--- src/rtl/sar_ctrl.sv ---
// sar_ctrl: successive-approximation ADC sequencer (track, bit trials, done).
// Build with SAR_CTRL_SETTLE_EN to add a one-cycle DAC settle before each compare.
module sar_ctrl #(
  parameter int N             = 8,
  parameter int SAMPLE_CYCLES = 2
) (
  input  logic         clk,
  input  logic         rst,
  input  logic         start,
  input  logic         cmp,
  output logic         sample,
  output logic         cmp_en,
  output logic [N-1:0] dac_code,
  output logic         busy,
  output logic         done,
  output logic [N-1:0] result,
  output logic         valid
);

  localparam int CW = $clog2(SAMPLE_CYCLES + 1);
  localparam int IW = $clog2(N);

  typedef enum logic [2:0] {
    S_IDLE,
    S_SAMPLE,
`ifdef SAR_CTRL_SETTLE_EN
    S_SETTLE,
`endif
    S_COMPARE,
    S_DONE
  } state_t;

  state_t         state_q, state_d;
  logic [CW-1:0]  cnt_q, cnt_d;
  logic [IW-1:0]  idx_q, idx_d;
  logic [N-1:0]   dac_q, dac_d;
  logic [N-1:0]   res_q, res_d;
  logic           valid_q, valid_d;

  always_ff @(posedge clk) begin
    if (rst) begin
      state_q <= S_IDLE;
      cnt_q   <= '0;
      idx_q   <= '0;
      dac_q   <= '0;
      res_q   <= '0;
      valid_q <= 1'b0;
    end else begin
      state_q <= state_d;
      cnt_q   <= cnt_d;
      idx_q   <= idx_d;
      dac_q   <= dac_d;
      res_q   <= res_d;
      valid_q <= valid_d;
    end
  end

  always_comb begin
    state_d = state_q;
    cnt_d   = cnt_q;
    idx_d   = idx_q;
    dac_d   = dac_q;
    res_d   = res_q;
    valid_d = valid_q;
    unique case (state_q)
      S_IDLE: begin
        if (start) begin
          state_d = S_SAMPLE;
          cnt_d   = CW'(SAMPLE_CYCLES - 1);
          dac_d   = '0;
        end
      end
      S_SAMPLE: begin
        if (cnt_q == '0) begin
          idx_d        = IW'(N - 1);
          dac_d        = '0;
          dac_d[N-1]   = 1'b1;
`ifdef SAR_CTRL_SETTLE_EN
          state_d      = S_SETTLE;
`else
          state_d      = S_COMPARE;
`endif
        end else begin
          cnt_d = cnt_q - 1'b1;
        end
      end
`ifdef SAR_CTRL_SETTLE_EN
      S_SETTLE: begin
        state_d = S_COMPARE;
      end
`endif
      S_COMPARE: begin
        // cmp is only consulted here, so X outside COMPARE is harmless
        dac_d[idx_q] = cmp;
        if (idx_q != '0) begin
          dac_d[idx_q - 1'b1] = 1'b1;
          idx_d               = idx_q - 1'b1;
`ifdef SAR_CTRL_SETTLE_EN
          state_d             = S_SETTLE;
`else
          state_d             = S_COMPARE;
`endif
        end else begin
          state_d = S_DONE;
          res_d   = dac_d;
          valid_d = 1'b1;
        end
      end
      S_DONE: begin
        state_d = S_IDLE;
      end
      default: begin
        state_d = S_IDLE;
      end
    endcase
  end

  assign sample   = (state_q == S_SAMPLE);
  assign cmp_en   = (state_q == S_COMPARE);
  assign busy     = (state_q != S_IDLE);
  assign done     = (state_q == S_DONE);
  assign dac_code = dac_q;
  assign result   = res_q;
  assign valid    = valid_q;

endmodule

--- config.mk ---
export PLATFORM = sky130hd
export DESIGN_NAME = sar_ctrl
export DESIGN_NICKNAME = d
export VERILOG_FILES = /design/src/rtl/sar_ctrl.sv
export SDC_FILE = /design/constraint.sdc
export NUM_CORES = 1
export LEC_CHECK = 0
export BUFFER_PORTS_ARGS = -buffer_cell sky130_fd_sc_hd__buf_2
export CORE_MARGIN = 2
export CORE_UTILIZATION = 45
export CTS_BUF_LIST = sky130_fd_sc_hd__clkbuf_4
export DETAILED_ROUTE_END_ITERATION = 8
export GPL_ROUTABILITY_DRIVEN = 0
export PLACE_DENSITY = 0.67
export SLEW_MARGIN = 25
export SYNTH_ARGS = -nofsm -noshare
export SYNTH_HDL_FRONTEND = slang
export SYNTH_SLANG_ARGS = --single-unit
--- constraint.sdc ---
create_clock -name clk -period 4.23 [get_ports clk]
set_clock_uncertainty 0.05 [all_clocks]
set_input_delay 0 -clock clk [delete_from_list [all_inputs] [get_ports clk]]
set_output_delay 0 -clock clk [all_outputs]
set_load 0.05 [all_outputs]
==> impl_metrics.toml <==
[clock_tree]
hold_buffers = 1
cts_max_path_buffers = 2
postCtsSetupRepairBufs = 0
clk_pin_slew_ps = 130
tritoncts_clock_tree = "yes"
buffer_type_at_the_clock_tree_root = "sky130_fd_sc_hd__clkbuf_4"
cts_inserted_buffers = 3
clock_latency_ps = 310
htree_num_levels = 1
postCtsResizedCells = 0
tritoncts_num_sinks = 24

[routing]
route.detailed.vias_per_inst = 5.55
routedWlPerCell_um = 13.8
wl_mm = 2.74
drt-pass1-iter-count = 4
post-route-drc-count = 0
vias = 1105
ant_nets = 0
initialDrtViolationCount = 69

[cells_and_area]
final_cell_mix = "sky130_fd_sc_hd__dfxtp_1, sky130_fd_sc_hd__buf_2, sky130_fd_sc_hd__nor2_1"
final-instance-count-excl-fill = 199
seq_area_sq_um = 480
post_route_cells_drive_above_1_share = 0.202
fillCellCount = 273
diodes = 0
nNetsFinal = 180
multi_input_comb_area_sq_um = 757
syn_to_final_growth_pct = 10.4

[setup_path]
r2r-start = "idx_q[0]"
worst_ep_arrival_time_ps = 2410
critical_path_class = "register to register"
timing.critical_path.to_type = "register"
crit_slowest_cell = "sky130_fd_sc_hd__dfxtp_1"
critical_path.max_fanout = 15
worstPathCellList = "inv_1 -> ha_1 -> and3b_1 -> nor2_1 -> and4_1 -> nor3_1"
crit_path_max_incr_delay_ps = 600
worstSetupStartpoint = "idx_q[0]"
crit_required_ps = 4380
worst_setup_path_start_kind = "register"

[hold_path]
hold_class = "input port to register"
holdCritStartpoint = "rst"

[flow_run]
number_of_maximum_capacitance_violations = 0

[timing]
fin_crit_sh = 0.534
setup_viol = 0
worst_slew_margin_rel = 0.578
finalWorstPathRequiredPeriod_ps = 2260
fin_tns_setup_ps = 0
tightest_slew_ps = 634
clock.fmax_ghz = 0.443
setup_slack_ps = 1970
hold_violations = 0
grt_setup_unrepaired = "no"
maxSlewViolCount = 0

[floorplanning]
fp.dieW_um = 58.8
design.die.area_sq_mm = 0.00346
num_io_pins = 25
design.core.area_sq_mm = 0.00281
die_height_um = 58.8
placement_rows = 19
initial_utilization = 0.482

[synth]
synth-warning-count = 0
share_of_the_yosys_chip_area_belonging_to_registers = 0.355
syn-mean-instance-area_sq_um = 8.96
synthDistinctLibCells = 37
synthesis.nets = 162
post_synth_mux_area_share = 0.0971
synth_area_in_xor_xnor = 0
yosys.area_share.simple = 0.213
postSynthRegisterBits = 24
netlist.top_cell.by_area = "sky130_fd_sc_hd__dfxtp_1"
synthesis.instances = 151
netlist_area_sq_mm = 0.00135
netlist_top_cells_area = "sky130_fd_sc_hd__dfxtp_1, sky130_fd_sc_hd__mux2i_1, sky130_fd_sc_hd__ha_1"
combinational_family_with_the_most_area_after_synthesis = "simple AND/OR/NAND/NOR gates"
synth-adder-area-share = 0.0648
synth_compound_area_frac = 0.185
synth_largest_type_area_fraction = 0.355

[pwr]
clkPwrFrac = 0.146
swShare = 0.473
portion_of_total_power_attributed_to_combinational_logic = 0.558
power_density_mw_per_mm2 = 765
internal_power_component_mw = 0.601
worst_ir_drop_vdd_mv = 0.390
total_switching_power_mw = 0.540
total_leakage_power_nw = 0.663
power.share.sequential = 0.295

[place]
dpl.hpwl_mm = 2.00
io_buffer_count = 24
placed_cells_incl_taps = 194
pre_cts_slack_ps = 2000

[grt]
grt_start_max_net_pins = 20
grt_pass1_wl_mm = 4.71
gr-usage-all-layers = 0.176
grt-ovfl-total = 0
number_of_antenna_violations_at_the_first_check_in_global_routing = 0
grt_pass1_vias = 1029

[status]
status = "finished clean"
[Yosys cell counts]
master / instances
sky130_fd_sc_hd__nand2_1: 4
sky130_fd_sc_hd__nor3_1: 4
sky130_fd_sc_hd__mux2i_1: 12
sky130_fd_sc_hd__nor2_1: 23
sky130_fd_sc_hd__a311oi_1: 1
sky130_fd_sc_hd__o31ai_1: 3
sky130_fd_sc_hd__nor3_4: 1
sky130_fd_sc_hd__and2_1: 1
sky130_fd_sc_hd__a211oi_1: 5
sky130_fd_sc_hd__and4_1: 1
sky130_fd_sc_hd__o21ai_0: 9
sky130_fd_sc_hd__a22o_1: 7
sky130_fd_sc_hd__a32oi_1: 1
sky130_fd_sc_hd__a41o_1: 1
sky130_fd_sc_hd__nor4b_1: 1
sky130_fd_sc_hd__buf_6: 3
sky130_fd_sc_hd__and3b_1: 1
sky130_fd_sc_hd__nor2b_4: 2
sky130_fd_sc_hd__o41ai_1: 1
sky130_fd_sc_hd__nand3b_1: 3
sky130_fd_sc_hd__and3_1: 1
sky130_fd_sc_hd__inv_1: 9
sky130_fd_sc_hd__nor3b_1: 3
sky130_fd_sc_hd__clkbuf_8: 1
sky130_fd_sc_hd__ha_1: 7
sky130_fd_sc_hd__nand3_1: 1
sky130_fd_sc_hd__and2b_4: 1
sky130_fd_sc_hd__clkbuf_1: 5
sky130_fd_sc_hd__a21oi_1: 6
sky130_fd_sc_hd__or3_4: 1
sky130_fd_sc_hd__buf_2: 3
sky130_fd_sc_hd__dfxtp_1: 24
sky130_fd_sc_hd__nand2b_1: 1
sky130_fd_sc_hd__mux2_2: 1
sky130_fd_sc_hd__nor2b_1: 1
sky130_fd_sc_hd__a21o_1: 1
sky130_fd_sc_hd__a32o_1: 1
[per-layer routing]
| metal | vias up | global-route usage | wire (um) |
|---|---|---|---|
| met5 | - | 0 | 0 |
| met4 | 0 | 0.0682 | 17 |
| met3 | 2 | 0.0220 | 62 |
| met2 | 15 | 0.294 | 1350 |
| met1 | 516 | 0.231 | 1300 |
| li1 | 572 | - | - |
[per-stage QoR]
| stage | instance area (sq um) | utilization | hold WS [ps] | power (mW) |
|---|---|---|---|---|
| 2_1_floorplan | 1350 | - | 151 | 0.887 |
| 3_3_place_gp | 1430 | 0.510 | 294 | 0.961 |
| 3_5_place_dp | 1430 | 0.510 | 318 | 0.983 |
| 4_1_cts | 1490 | 0.532 | 27.2 | 1.15 |
| 5_1_grt | 1490 | 0.532 | 36.2 | 1.23 |
| 6_report | 1490 | 0.532 | 30.9 | 1.14 |
[flip-flops by register name, indices dropped and copies added (netlist names)]
name and cells:
cnt_q 2, dac_code 8, idx_q 3, result 8, state_q 2, valid 1
[area by class of cell]
class	count	area share
multi-input cells	106	0.507
well taps	31	0.0260
clock inverters	1	0.0201
repair buffers	25	0.0872
flip-flops and latches	24	0.322
inverters	9	0.0226
clock buffers	3	0.0151
[worst paths after layout]
check	cells past startpoint	slack [ps]	end
max	6	1970	idx_q[2]
min	2	30	result[4]
max reg2reg	6	1970	idx_q[2]
min reg2reg	2	450	valid
[power by group through the flow]
stage / Sequential [mW] / Combinational (mW) / Clock (mW)
floorplan: 0.352 / 0.535 / 0
global placement: 0.337 / 0.624 / 0
detailed placement: 0.342 / 0.642 / 0
CTS: 0.337 / 0.643 / 0.172
global route: 0.347 / 0.705 / 0.179
finish: 0.337 / 0.637 / 0.167
[worst max-delay path, delay by kind of cell, from the launching register on]
kind / cells / cell delay [ps]
fa+ha+maj: 1 / 270
buf+inv: 1 / 200
flops: 1 / 600
simple gates: 4 / 1030
[kinds of logic after synthesis]
family,after synthesis
muxes,13
buffers and inverters,21
DFF,24
AOI/OAI and AO/OA,36
and+or+nand+nor,50
adders and majority gates,7
(Power assumes the default switching activity.)
